[src/rtl/wiring_sequencer.sv]
// Transaction controller for a Wiring netlist: pulses logic_reset, applies one input
// vector for a cycle, waits for wiring_running to stay quiet (or a timeout), returns out.
module wiring_sequencer #(
  parameter int unsigned INPUT_WIDTH   = 2,
  parameter int unsigned OUTPUT_WIDTH  = 1,
  parameter int unsigned SETTLE_CYCLES = 2,
  parameter int unsigned TIMEOUT       = 255
) (
  input  logic                    clk,
  input  logic                    reset,
  input  logic                    req_valid,
  output logic                    req_ready,
  input  logic [INPUT_WIDTH-1:0]  req_in,
  output logic                    wiring_logic_reset,
  output logic [INPUT_WIDTH-1:0]  wiring_in,
  input  logic                    wiring_running,
  input  logic [OUTPUT_WIDTH-1:0] wiring_out,
  output logic                    resp_valid,
  input  logic                    resp_ready,
  output logic [OUTPUT_WIDTH-1:0] resp_out,
  output logic                    resp_timeout,
  output logic [15:0]             resp_cycles,
  output logic                    busy,
  output logic [7:0]              timeout_count
);

  localparam logic [7:0]  SettleCnt  = 8'(SETTLE_CYCLES);
  localparam logic [15:0] TimeoutCnt = 16'(TIMEOUT);

  typedef enum logic [2:0] {StIdle, StLrst, StDrive, StSettle, StResp} state_e;

  state_e                  state_q, state_d;
  logic [INPUT_WIDTH-1:0]  vec_q, vec_d;
  logic [7:0]              quiet_q, quiet_d, quiet_nxt;
  logic [15:0]             elapsed_q, elapsed_d, elapsed_nxt;
  logic [OUTPUT_WIDTH-1:0] resp_out_q, resp_out_d;
  logic                    resp_timeout_q, resp_timeout_d;
  logic [15:0]             resp_cycles_q, resp_cycles_d;
  logic [7:0]              timeout_count_q, timeout_count_d;

  always_ff @(posedge clk) begin
    if (reset) begin
      state_q         <= StIdle;
      vec_q           <= '0;
      quiet_q         <= '0;
      elapsed_q       <= '0;
      resp_out_q      <= '0;
      resp_timeout_q  <= 1'b0;
      resp_cycles_q   <= '0;
      timeout_count_q <= '0;
    end else begin
      state_q         <= state_d;
      vec_q           <= vec_d;
      quiet_q         <= quiet_d;
      elapsed_q       <= elapsed_d;
      resp_out_q      <= resp_out_d;
      resp_timeout_q  <= resp_timeout_d;
      resp_cycles_q   <= resp_cycles_d;
      timeout_count_q <= timeout_count_d;
    end
  end

  always_comb begin
    state_d         = state_q;
    vec_d           = vec_q;
    quiet_d         = quiet_q;
    elapsed_d       = elapsed_q;
    resp_out_d      = resp_out_q;
    resp_timeout_d  = resp_timeout_q;
    resp_cycles_d   = resp_cycles_q;
    timeout_count_d = timeout_count_q;
    quiet_nxt       = wiring_running ? 8'd0 : quiet_q + 8'd1;
    elapsed_nxt     = elapsed_q + 16'd1;

    unique case (state_q)
      StIdle: begin
        if (req_valid) begin
          vec_d     = req_in;
          quiet_d   = '0;
          elapsed_d = '0;
          state_d   = StLrst;
        end
      end
      StLrst:  state_d = StDrive;
      StDrive: state_d = StSettle;
      StSettle: begin
        quiet_d   = quiet_nxt;
        elapsed_d = elapsed_nxt;
        // Settle takes priority when both conditions land on the same edge.
        if (quiet_nxt == SettleCnt) begin
          resp_out_d     = wiring_out;
          resp_timeout_d = 1'b0;
          resp_cycles_d  = elapsed_nxt;
          state_d        = StResp;
        end else if (elapsed_nxt == TimeoutCnt) begin
          resp_out_d     = wiring_out;
          resp_timeout_d = 1'b1;
          resp_cycles_d  = TimeoutCnt;
          if (timeout_count_q != 8'hFF) timeout_count_d = timeout_count_q + 8'd1;
          state_d        = StResp;
        end
      end
      StResp: begin
        if (resp_ready) state_d = StIdle;
      end
      default: state_d = StIdle;
    endcase
  end

  assign req_ready          = (state_q == StIdle);
  assign wiring_logic_reset = (state_q == StLrst);
  assign wiring_in          = (state_q == StDrive) ? vec_q : '0;
  assign resp_valid         = (state_q == StResp);
  assign busy               = (state_q != StIdle);
  assign resp_out           = resp_out_q;
  assign resp_timeout       = resp_timeout_q;
  assign resp_cycles        = resp_cycles_q;
  assign timeout_count      = timeout_count_q;

endmodule

[config.mk]
export PLATFORM = sky130hd
export DESIGN_NAME = wiring_sequencer
export DESIGN_NICKNAME = d
export VERILOG_FILES = /design/src/rtl/wiring_sequencer.sv
export SDC_FILE = /design/constraint.sdc
export NUM_CORES = 1
export LEC_CHECK = 0
export BUFFER_PORTS_ARGS = -buffer_cell sky130_fd_sc_hd__buf_4
export CORE_ASPECT_RATIO = 1.2
export CORE_MARGIN = 2
export CORE_UTILIZATION = 52
export CTS_CLUSTER_DIAMETER = 100
export DETAILED_ROUTE_END_ITERATION = 10
export PLACE_DENSITY_LB_ADDON = 0.12
export SYNTH_ARGS = -nofsm -noshare
export SYNTH_HDL_FRONTEND = slang
export SYNTH_SLANG_ARGS = --single-unit
[constraint.sdc]
create_clock -name clk -period 2.6 [get_ports clk]
set_input_delay 0.13 -clock clk [delete_from_list [all_inputs] [get_ports clk]]
set_output_delay 0.13 -clock clk [all_outputs]
set_load 0.02 [all_outputs]
==> results.cfg <==
[run_status]
status = completed

[clocking]
clk_latency_ps = 310
clk_pin_slew_ps = 90
cts_sinks = 55
hold_buffers = 0
root_buffer = clkbuf_8
cts_max_level = 2
cts-buffers-inserted = 5
cts_tree = built
clockBufferDepth = 2

[floorplan]
die_h_um = 86.8
die_area_um2 = 6340
ios = 40
num_rows = 30
core_um2 = 5590
initial_core_util_pct = 53.2
die_x_um = 73.0

[timing]
finalCriticalPeriod_ps = 2460
fin_ws_ps = 145
slew_violations = 0
rsz0062_at_grt = false
fmax_mhz = 407
finalHoldViolCount = 0
setup_viol = 0
max_slew_margin_pct = 63.4
tns_ps = 0
skew_ps = 7.28
tightest_slew_ps = 545
whs_ps = 73.9
fin_crit_sh_pct = 94.4

[synth]
syn_area_um2 = 2970
yosysTopAreaCell = dfxtp_1
synthCells = 375
synth-async-reset-ratio_pct = 0
synth_edf_count = 0
yosysWarningCount = 0
yosysSeqAreaShare_pct = 37.0
synthDistinctLibCells = 55
synth_top_cells_by_count = 55 x dfxtp_1, 47 x a21oi_1, 37 x nor2_1
avgSynthCellArea_um2 = 7.93
syn_nets = 387
synth_ff_type = dfxtp_1
yosysTopAreaCellShare_pct = 37.0
synth.most_common_cell = dfxtp_1
synth.area.top_cells = dfxtp_1 37%, a21oi_1 7.9%, nor2_1 4.7%
synth_seq_cells = 55

[worst_setup_path]
crit_cells = 8
critPathBufInv = 0
cp.arrival_ps = 2700
path_class = reg -> reg
cp.required_ps = 2840
start_kind = flop
crit_fanout = 13
crit_path_max_incr_delay_ps = 460
critPathCaptureType = flop
slowest_stage = a2111oi_4
path_cells = ha_1 > and4_2 > xnor2_1 > nand3_2 > a2111oi_4 > nand4_4 > or4_1 > a21oi_1
cp_top_family = simple AND/OR/NAND/NOR gates
reg2reg_depth = 8

[detailed_routing]
dr_total_vias = 2802
remaining_drc_errors = 0
wl_mm = 6.90
wl_per_cell_um = 14.3
drt-pass1-iter-count = 4
antenna_left = 0
vias_per_cell = 5.80
drtIter0Drc = 113

[global_route]
grt_pass1_vias = 2452
grt_max_degree = 53
grt_pass1_wl_mm = 11.5
track_usage_pct = 22.5
antenna_found_initial = 0
grt_overflow_total = 0

[cells_and_area]
layout-drive-gt1-share_pct = 22.4
antennaDiodeCount = 0
design_area_um2 = 3560
fin_nets = 430
area_delta_synth_final_pct = 19.9

[worst_hold_path]
min-delay-path-class = in -> reg
hold_path_depth = 3

[placed_design]
port_buffers = 39
dp_hpwl_mm = 4.91
gp_congestion = 0.905
post-place-ws_ps = 17.3
placed_area_um2 = 3410

[power]
p_per_area_nw_per_um2 = 435
p_leak_nw = 1.37
ir_drop_mv = 0.234

[job]
maxCapViolCount = 0
where the power goes:
part           internal [mW]  switching (mW)  total [mW]  leakage, nW
Clock                  0.312           0.273       0.585       0.0612
Combinational         0.0375          0.0711       0.109        0.870
Sequential             0.847         0.00816       0.856        0.444
Total                   1.20           0.352        1.55         1.37
cells in the final DEF (no fill, tap or decap), types with 3 or more instances in the layout:
cell type	n
a221oi_1	5
nand3_1	23
nand2b_1	3
dfxtp_1	54
buf_4	68
and3_1	3
inv_1	13
ha_1	4
nor2_1	36
xor2_1	9
or3_1	9
nor3_1	7
nor2b_1	5
a31oi_1	7
o21ai_0	21
a21oi_1	47
clkbuf_8	6
nand4_1	9
xnor2_1	8
mux2i_1	3
nand2_1	27
nor3b_1	3
a211oi_1	7
flip-flops by register name, summed over array words and instances, names as in the netlist:
name and count:
resp_timeout 1, quiet_q 8, timeout_count 8, vec_q 2, resp_cycles 16, resp_out 1
elapsed_q 16, state_q 3
worst reg2reg max path: cells and delay by family, from the launching register on:
family,cells,cell delay [ps]
adder cells (fa/ha/maj),1,200
AND/OR/NAND/NOR,4,1080
XOR/XNOR,1,180
flip-flops,1,320
AO/OA/AOI/OAI,2,600
cells by family after synthesis:
| group | count (synthesis) | share of synthesized area [%] |
|---|---|---|
| xor+xnor | 17 | 5.01 |
| flops | 55 | 37.0 |
| simple gates | 150 | 27.7 |
| mux | 5 | 1.77 |
| compound gates | 99 | 20.2 |
| buf+inv | 45 | 6.56 |
| fa+ha+maj | 4 | 1.68 |
final cells by class:
cell class	instances	area, um2
inverter	13	48.8
multi-input combinational	275	1710
clock buffer	6	82.6
timing repair buffer	68	510
sequential	55	1100
clock inverter	2	35.0
tap	64	80.1
fill	502	2030
worst paths after layout:
kind,start,to,slack [ps]
worst max-delay path,elapsed_q[0]$_SDFFE_PP0P_,timeout_count[5]$_SDFFE_PP0P_,140
worst min-delay path,req_in[0],vec_q[0]$_SDFFE_PP0P_,70
worst max register to register,elapsed_q[0]$_SDFFE_PP0P_,timeout_count[5]$_SDFFE_PP0P_,140
worst min register to register,resp_cycles[5]$_SDFFE_PP0P_,resp_cycles[5]$_SDFFE_PP0P_,450
per-stage QoR:
step | instances | total power, mW | utilization (%)
finish | 483 | 1.55 | 63.7
global placement | 474 | 0.981 | 61.0
CTS | 482 | 1.56 | 63.1
floorplan | 375 | 0.938 | -
detailed placement | 474 | 0.983 | 61.0
global route | 483 | 1.61 | 63.7
what timing repair did:
item | in CTS | in global routing
buffers inserted | 0 | 1
endpoints found under the setup margin | 0 | 25
gates resized for setup | 0 | 6
layer usage:
metal | global-route usage [%] | vias up | share of wire, %
li1 | - | 1422 | -
met1 | 30.2 | 1307 | 45
met2 | 37.0 | 62 | 49
met3 | 4.42 | 11 | 4.4
met4 | 5.56 | 0 | 1.5
met5 | 0 | - | 0
Power figures use the tool's default switching activity.
